### config.mk
export PLATFORM = sky130hd
export DESIGN_NAME = fetch_stage
export DESIGN_NICKNAME = d
export VERILOG_FILES = /design/src/rtl/cpu_pkg.sv /design/src/rtl/ifid_reg.sv /design/src/rtl/fetch_stage.sv
export SDC_FILE = /design/constraint.sdc
export NUM_CORES = 1
export LEC_CHECK = 0
export ABC_AREA = 1
export CAP_MARGIN = 20
export CORE_MARGIN = 10
export CORE_UTILIZATION = 35
export CTS_CLUSTER_SIZE = 14
export DETAILED_ROUTE_END_ITERATION = 12
export PLACE_DENSITY = 0.74
export SLEW_MARGIN = 15
export SYNTH_ARGS = -nofsm -noshare
export SYNTH_HDL_FRONTEND = slang
export SYNTH_SLANG_ARGS = --single-unit
### constraint.sdc
create_clock -name clk -period 1.8 [get_ports clk]
set_input_delay 0.36 -clock clk [delete_from_list [all_inputs] [get_ports clk]]
set_output_delay 0.36 -clock clk [all_outputs]
set_load 0.03 [all_outputs]
### src/rtl/cpu_pkg.sv
// Shared definitions for the 24-bit core: widths, the NOP encoding, the fetch FSM
// state type and the IF/ID pipeline record that the decode stage also consumes.
package cpu_pkg;

  localparam int PC_W    = 8;
  localparam int INSTR_W = 24;

  localparam logic [INSTR_W-1:0] NOP_INSTR = 24'h000000;

  typedef enum logic [1:0] {
    BOOT,
    RUN,
    HALTED
  } fetch_state_t;

  typedef struct packed {
    logic               valid;
    logic [PC_W-1:0]    pc;
    logic [INSTR_W-1:0] instr;
  } ifid_t;

endpackage

### src/rtl/ifid_reg.sv
// IF/ID pipeline register: flush beats load, otherwise it holds. A flush keeps the
// stale PC but clears valid and forces the instruction word to NOP.
module ifid_reg
  import cpu_pkg::*;
(
  input  logic               clk,
  input  logic               reset,
  input  logic               load,
  input  logic               flush,
  input  logic [PC_W-1:0]    pc,
  input  logic [INSTR_W-1:0] instr,
  output ifid_t              q
);

  // NOTE: registers update with <= so every flop samples the pre-edge values of its peers.
  always_ff @(posedge clk or posedge reset) begin
    if (reset) begin
      q <= '{valid: 1'b0, pc: '0, instr: NOP_INSTR};
    end else if (flush) begin
      q.valid <= 1'b0;
      q.instr <= NOP_INSTR;
    end else if (load) begin
      q <= '{valid: 1'b1, pc: pc, instr: instr};
    end
  end

endmodule

### src/rtl/fetch_stage.sv
// Instruction-fetch stage: owns the PC and the BOOT/RUN/HALTED sequencer, issues
// words from the asynchronous instruction memory into IF/ID, counts issued words.
module fetch_stage
  import cpu_pkg::*;
#(
  parameter logic [PC_W-1:0] RESET_PC = 8'h00,
  parameter int              CNT_W    = 16
) (
  input  logic               clk,
  input  logic               reset,
  input  logic               stall,
  input  logic               redirect_valid,
  input  logic [PC_W-1:0]    redirect_pc,
  input  logic               halt,
  output logic [PC_W-1:0]    imem_pc,
  input  logic [INSTR_W-1:0] imem_instr,
  output logic               ifid_valid,
  output logic [PC_W-1:0]    ifid_pc,
  output logic [INSTR_W-1:0] ifid_instr,
  output logic               halted,
  output logic [CNT_W-1:0]   fetch_count
);

  fetch_state_t       state_q, state_d;
  logic [PC_W-1:0]    pc_q, pc_d;
  logic [CNT_W-1:0]   cnt_q;
  logic               ifid_load, ifid_flush, cnt_inc;
  ifid_t              ifid_q;

  // Priority inside RUN is halt > redirect > stall > issue; the other states ignore inputs.
  // NOTE: every combinational output gets a default first, so no path can infer a latch.
  always_comb begin
    state_d    = state_q;
    pc_d       = pc_q;
    ifid_load  = 1'b0;
    ifid_flush = 1'b0;
    cnt_inc    = 1'b0;
    unique case (state_q)
      BOOT: begin
        state_d = RUN;
      end
      RUN: begin
        if (halt) begin
          state_d    = HALTED;
          ifid_flush = 1'b1;
        end else if (redirect_valid) begin
          pc_d       = redirect_pc;
          ifid_flush = 1'b1;
        end else if (!stall) begin
          pc_d      = pc_q + 1'b1;
          ifid_load = 1'b1;
          cnt_inc   = 1'b1;
        end
      end
      HALTED: begin
        state_d = HALTED;
      end
      default: begin
        state_d = BOOT;
      end
    endcase
  end

  always_ff @(posedge clk or posedge reset) begin
    if (reset) begin
      state_q <= BOOT;
      pc_q    <= RESET_PC;
    end else begin
      state_q <= state_d;
      pc_q    <= pc_d;
    end
  end

  // Saturating issue counter: sticks at all-ones instead of wrapping.
  always_ff @(posedge clk or posedge reset) begin
    if (reset) begin
      cnt_q <= '0;
    end else if (cnt_inc && (cnt_q != '1)) begin
      cnt_q <= cnt_q + 1'b1;
    end
  end

  ifid_reg u_ifid_reg (
    .clk   (clk),
    .reset (reset),
    .load  (ifid_load),
    .flush (ifid_flush),
    .pc    (pc_q),
    .instr (imem_instr),
    .q     (ifid_q)
  );

  assign imem_pc     = pc_q;
  assign ifid_valid  = ifid_q.valid;
  assign ifid_pc     = ifid_q.pc;
  assign ifid_instr  = ifid_q.instr;
  assign halted      = (state_q == HALTED);
  assign fetch_count = cnt_q;

endmodule
==> flow_metrics.tcl <==
set metrics [dict create \
    hpwl_mm 6.128 \
    synth.avg_cell_area_um2 7.922 \
    io_pins 95 \
    drc 0 \
    clock_power_share_pct 16.5 \
    finalSetupTns_ns 0 \
    drt_iter0_markers 82 \
    hold_viol 0 \
    worst-path-max-fanout 4 \
    clk_latency_ns 0.32 \
    synthesis.nets 413 \
    cp_top_family "buffers and inverters" \
    grt_usage_pct 13.13 \
    dp.cells 567 \
    via_per_inst 4.777 \
    grt_pass1_wl_mm 13.91 \
    critPathLaunchType "flip-flop" \
    seqPwrFrac_pct 36.1 \
    drtAntennaViolNets 0 \
    clk_transition_reported_paths_ns 0.07 \
    critPathCaptureType "output pin" \
    die_area_um2 12460 \
    path_buf_inv 1 \
    cts_tree "built" \
    drt_pass1_iterations 4 \
    crit_chain "clkdlybuf4s50_1" \
    portBuffers 94 \
    wl_per_cell_um 14.06 \
    grt_pass1_vias 2758 \
    ys_seq_elements 59 \
    min_period_ns 1.755 \
    cap_violations 0 \
    gp_congestion 0.8494 \
    power_frac_comb_pct 47.5 \
    swShare_pct 43.53 \
    cts.sinks 59 \
    core_um2 8175 \
    die_height_um 111.6 \
    clockBufferDepth 2 \
    synth-main-ff-cell "dfrtp_1" \
    worstSetupPathType "reg -> out" \
    postRouteWirelength_mm 8.209 \
    die_w_um 111.6 \
    globalRouteOverflowTotal 0 \
    outcome "completed" \
    max_slew.worst_pin.slew_ns 0.3341 \
    antenna_found_initial 0 \
    rows 33 \
    synth_edf_count 0 \
    synthArstFlopShare_pct 100.0 \
    p_int_uw 3377 \
    yosysSeqAreaShare_pct 50.23 \
    drive_gt1_share_pct 8.768 \
    h-tree-depth 3 \
    areaGrowthSynthToFinish_pct 43.12 \
    arrival_ns 1.39 \
    slew_violations 0 \
    numCtsBuffers 9 \
    slew_headroom_pct 77.66 \
    synthesis.instances 371 \
    cpPeakStageDelay_ns 0.69 \
    p_sw_uw 2603 \
    slowest_stage "clkdlybuf4s50_1" \
    cts_hold_buf 0 \
    synth-warning-count 0 \
    syn_area_um2 2939 \
    cts_root_buf "clkbuf_8" \
    power_density_nw_per_um2 1422 \
    max_freq_mhz 570.0 \
    fin_crit_sh_pct 97.47 \
    hp-class "in -> async" \
    synth_cell_type_count 27 \
    cp.required_ns 1.44 \
    grt_max_degree 60 \
    reg2reg_slack_ns 0.18 \
    fin_cells 584 \
    diodes 0 \
    peakVddDrop_mv 0.6567 \
    p_leak_uw 0.002043 \
    fin_skew_ns 0.008692 \
    rsz0062_at_grt "false" \
    nNetsFinal 516 \
    fin_util_pct 51.45 \
    setup_viol 0 \
    via_count 2790 \
    initial_core_util_pct 35.95 \
]
==> final timing paths <==
kind,startpoint,end,cells past startpoint
setup reg to reg,state_q[1]$_DFFE_PP0P_,fetch_count[2]$_DFFE_PP0P_,8
hold / removal,reset,u_ifid_reg.q[13]$_DFFE_PP0P_,3
setup / recovery,imem_pc[7]$_DFFE_PP0P_,imem_pc[7],1
max in group asynchronous,reset,fetch_count[0]$_DFFE_PP0P_,3
hold reg to reg,u_ifid_reg.q[25]$_DFFE_PP0P_,u_ifid_reg.q[25]$_DFFE_PP0P_,2
min in group clk,u_ifid_reg.q[25]$_DFFE_PP0P_,u_ifid_reg.q[25]$_DFFE_PP0P_,2
==> placed cells by master, fill, tap and decap left out, drive strengths merged, types with 4 or more instances in the layout <==
master / synthesis / routed
dfrtp: 59 / 59
nand2: 147 / 147
clkbuf: 5 / 13
xnor2: 4 / 4
clkdlybuf4s50: 0 / 71
o21ai: 29 / 30
nand3: 38 / 38
buf: 9 / 11
inv: 28 / 27
dlygate4sd2: 0 / 20
ha: 5 / 5
nand4: 6 / 6
nor2: 30 / 30
==> cells in the mapped netlist (3+ instances only) <==
| master | n | area, µm² |
|---|---|---|
| nand2_1 | 143 | 536.8 |
| nor2_1 | 27 | 101.4 |
| o21ai_0 | 22 | 110.1 |
| nand3_1 | 38 | 190.2 |
| buf_2 | 4 | 20.02 |
| a21oi_1 | 3 | 15.01 |
| nand4_1 | 6 | 37.54 |
| o21ai_2 | 5 | 43.79 |
| xnor2_1 | 4 | 35.03 |
| dfrtp_1 | 59 | 1476 |
| buf_4 | 4 | 30.03 |
| ha_1 | 5 | 62.56 |
| inv_1 | 26 | 97.59 |
| clkbuf_1 | 5 | 18.77 |
| nand2_2 | 4 | 25.02 |
| xor2_1 | 3 | 26.28 |
==> final cells by class <==
cell class	count	area [µm²]
clock buffers	13	138.9
clock inverters	3	15.01
fillers	806	3969
inverters	28	108.9
multi-input cells	271	1294
flip-flops and latches	59	1478
well taps	105	131.4
repair buffers	105	1041
==> flip-flops by register name, indices dropped and copies added (netlist names) <==
name / cells
fetch_count: 16
imem_pc: 8
state_q: 2
u_ifid_reg.q: 33
==> kinds of logic (layout without fill, tap and decap cells) <==
kind of cell,Yosys count,count (layout),share of synthesized area [%]
xor+xnor,7,7,2.086
buf+inv,42,149,6.301
fa+ha+maj,5,5,2.129
flops,59,59,50.23
compound gates,34,35,6.556
simple gates,224,224,32.69
==> per-stage QoR <==
stage	worst slack, ns	hold WS (ns)	cell area, µm²	power [µW]
6_report	0.04547	0.4739	4207	5980
5_1_grt	0.004318	0.5073	4207	6428
3_5_place_dp	-0.06042	0.4631	4055	5171
2_1_floorplan	0.1102	0.4596	2943	3822
4_1_cts	0.0004972	0.4799	4190	6074
3_3_place_gp	-0.02013	0.4596	4055	5102
==> power groups by stage <==
| stage | clock (µW) | combinational [µW] | sequential [µW] |
|---|---|---|---|
| final | 985 | 2840 | 2160 |
| after global routing | 1090 | 3110 | 2230 |
| after CTS | 1020 | 2900 | 2150 |
| after detailed placement | 0 | 3000 | 2170 |
| after global placement | 0 | 2940 | 2160 |
| after floorplan | 0 | 849 | 2970 |
==> layer usage <==
| metal | part of all wire [%] | up-vias | global-route usage (%) |
|---|---|---|---|
| met2 | 49 | 88 | 22.14 |
| met5 | 0 | - | 0 |
| met4 | 1.3 | 0 | 4.113 |
| met3 | 6.2 | 10 | 3.865 |
| met1 | 43 | 1306 | 15.65 |
| li1 | - | 1386 | - |
==> timing repair <==
action,4_1_cts,5_1_grt
gates cloned,0,1
buffers inserted,0,0
resized for setup,22,4
pin swaps,0,1
setup endpoints to repair,22,12
Power figures use the tool's default switching activity.
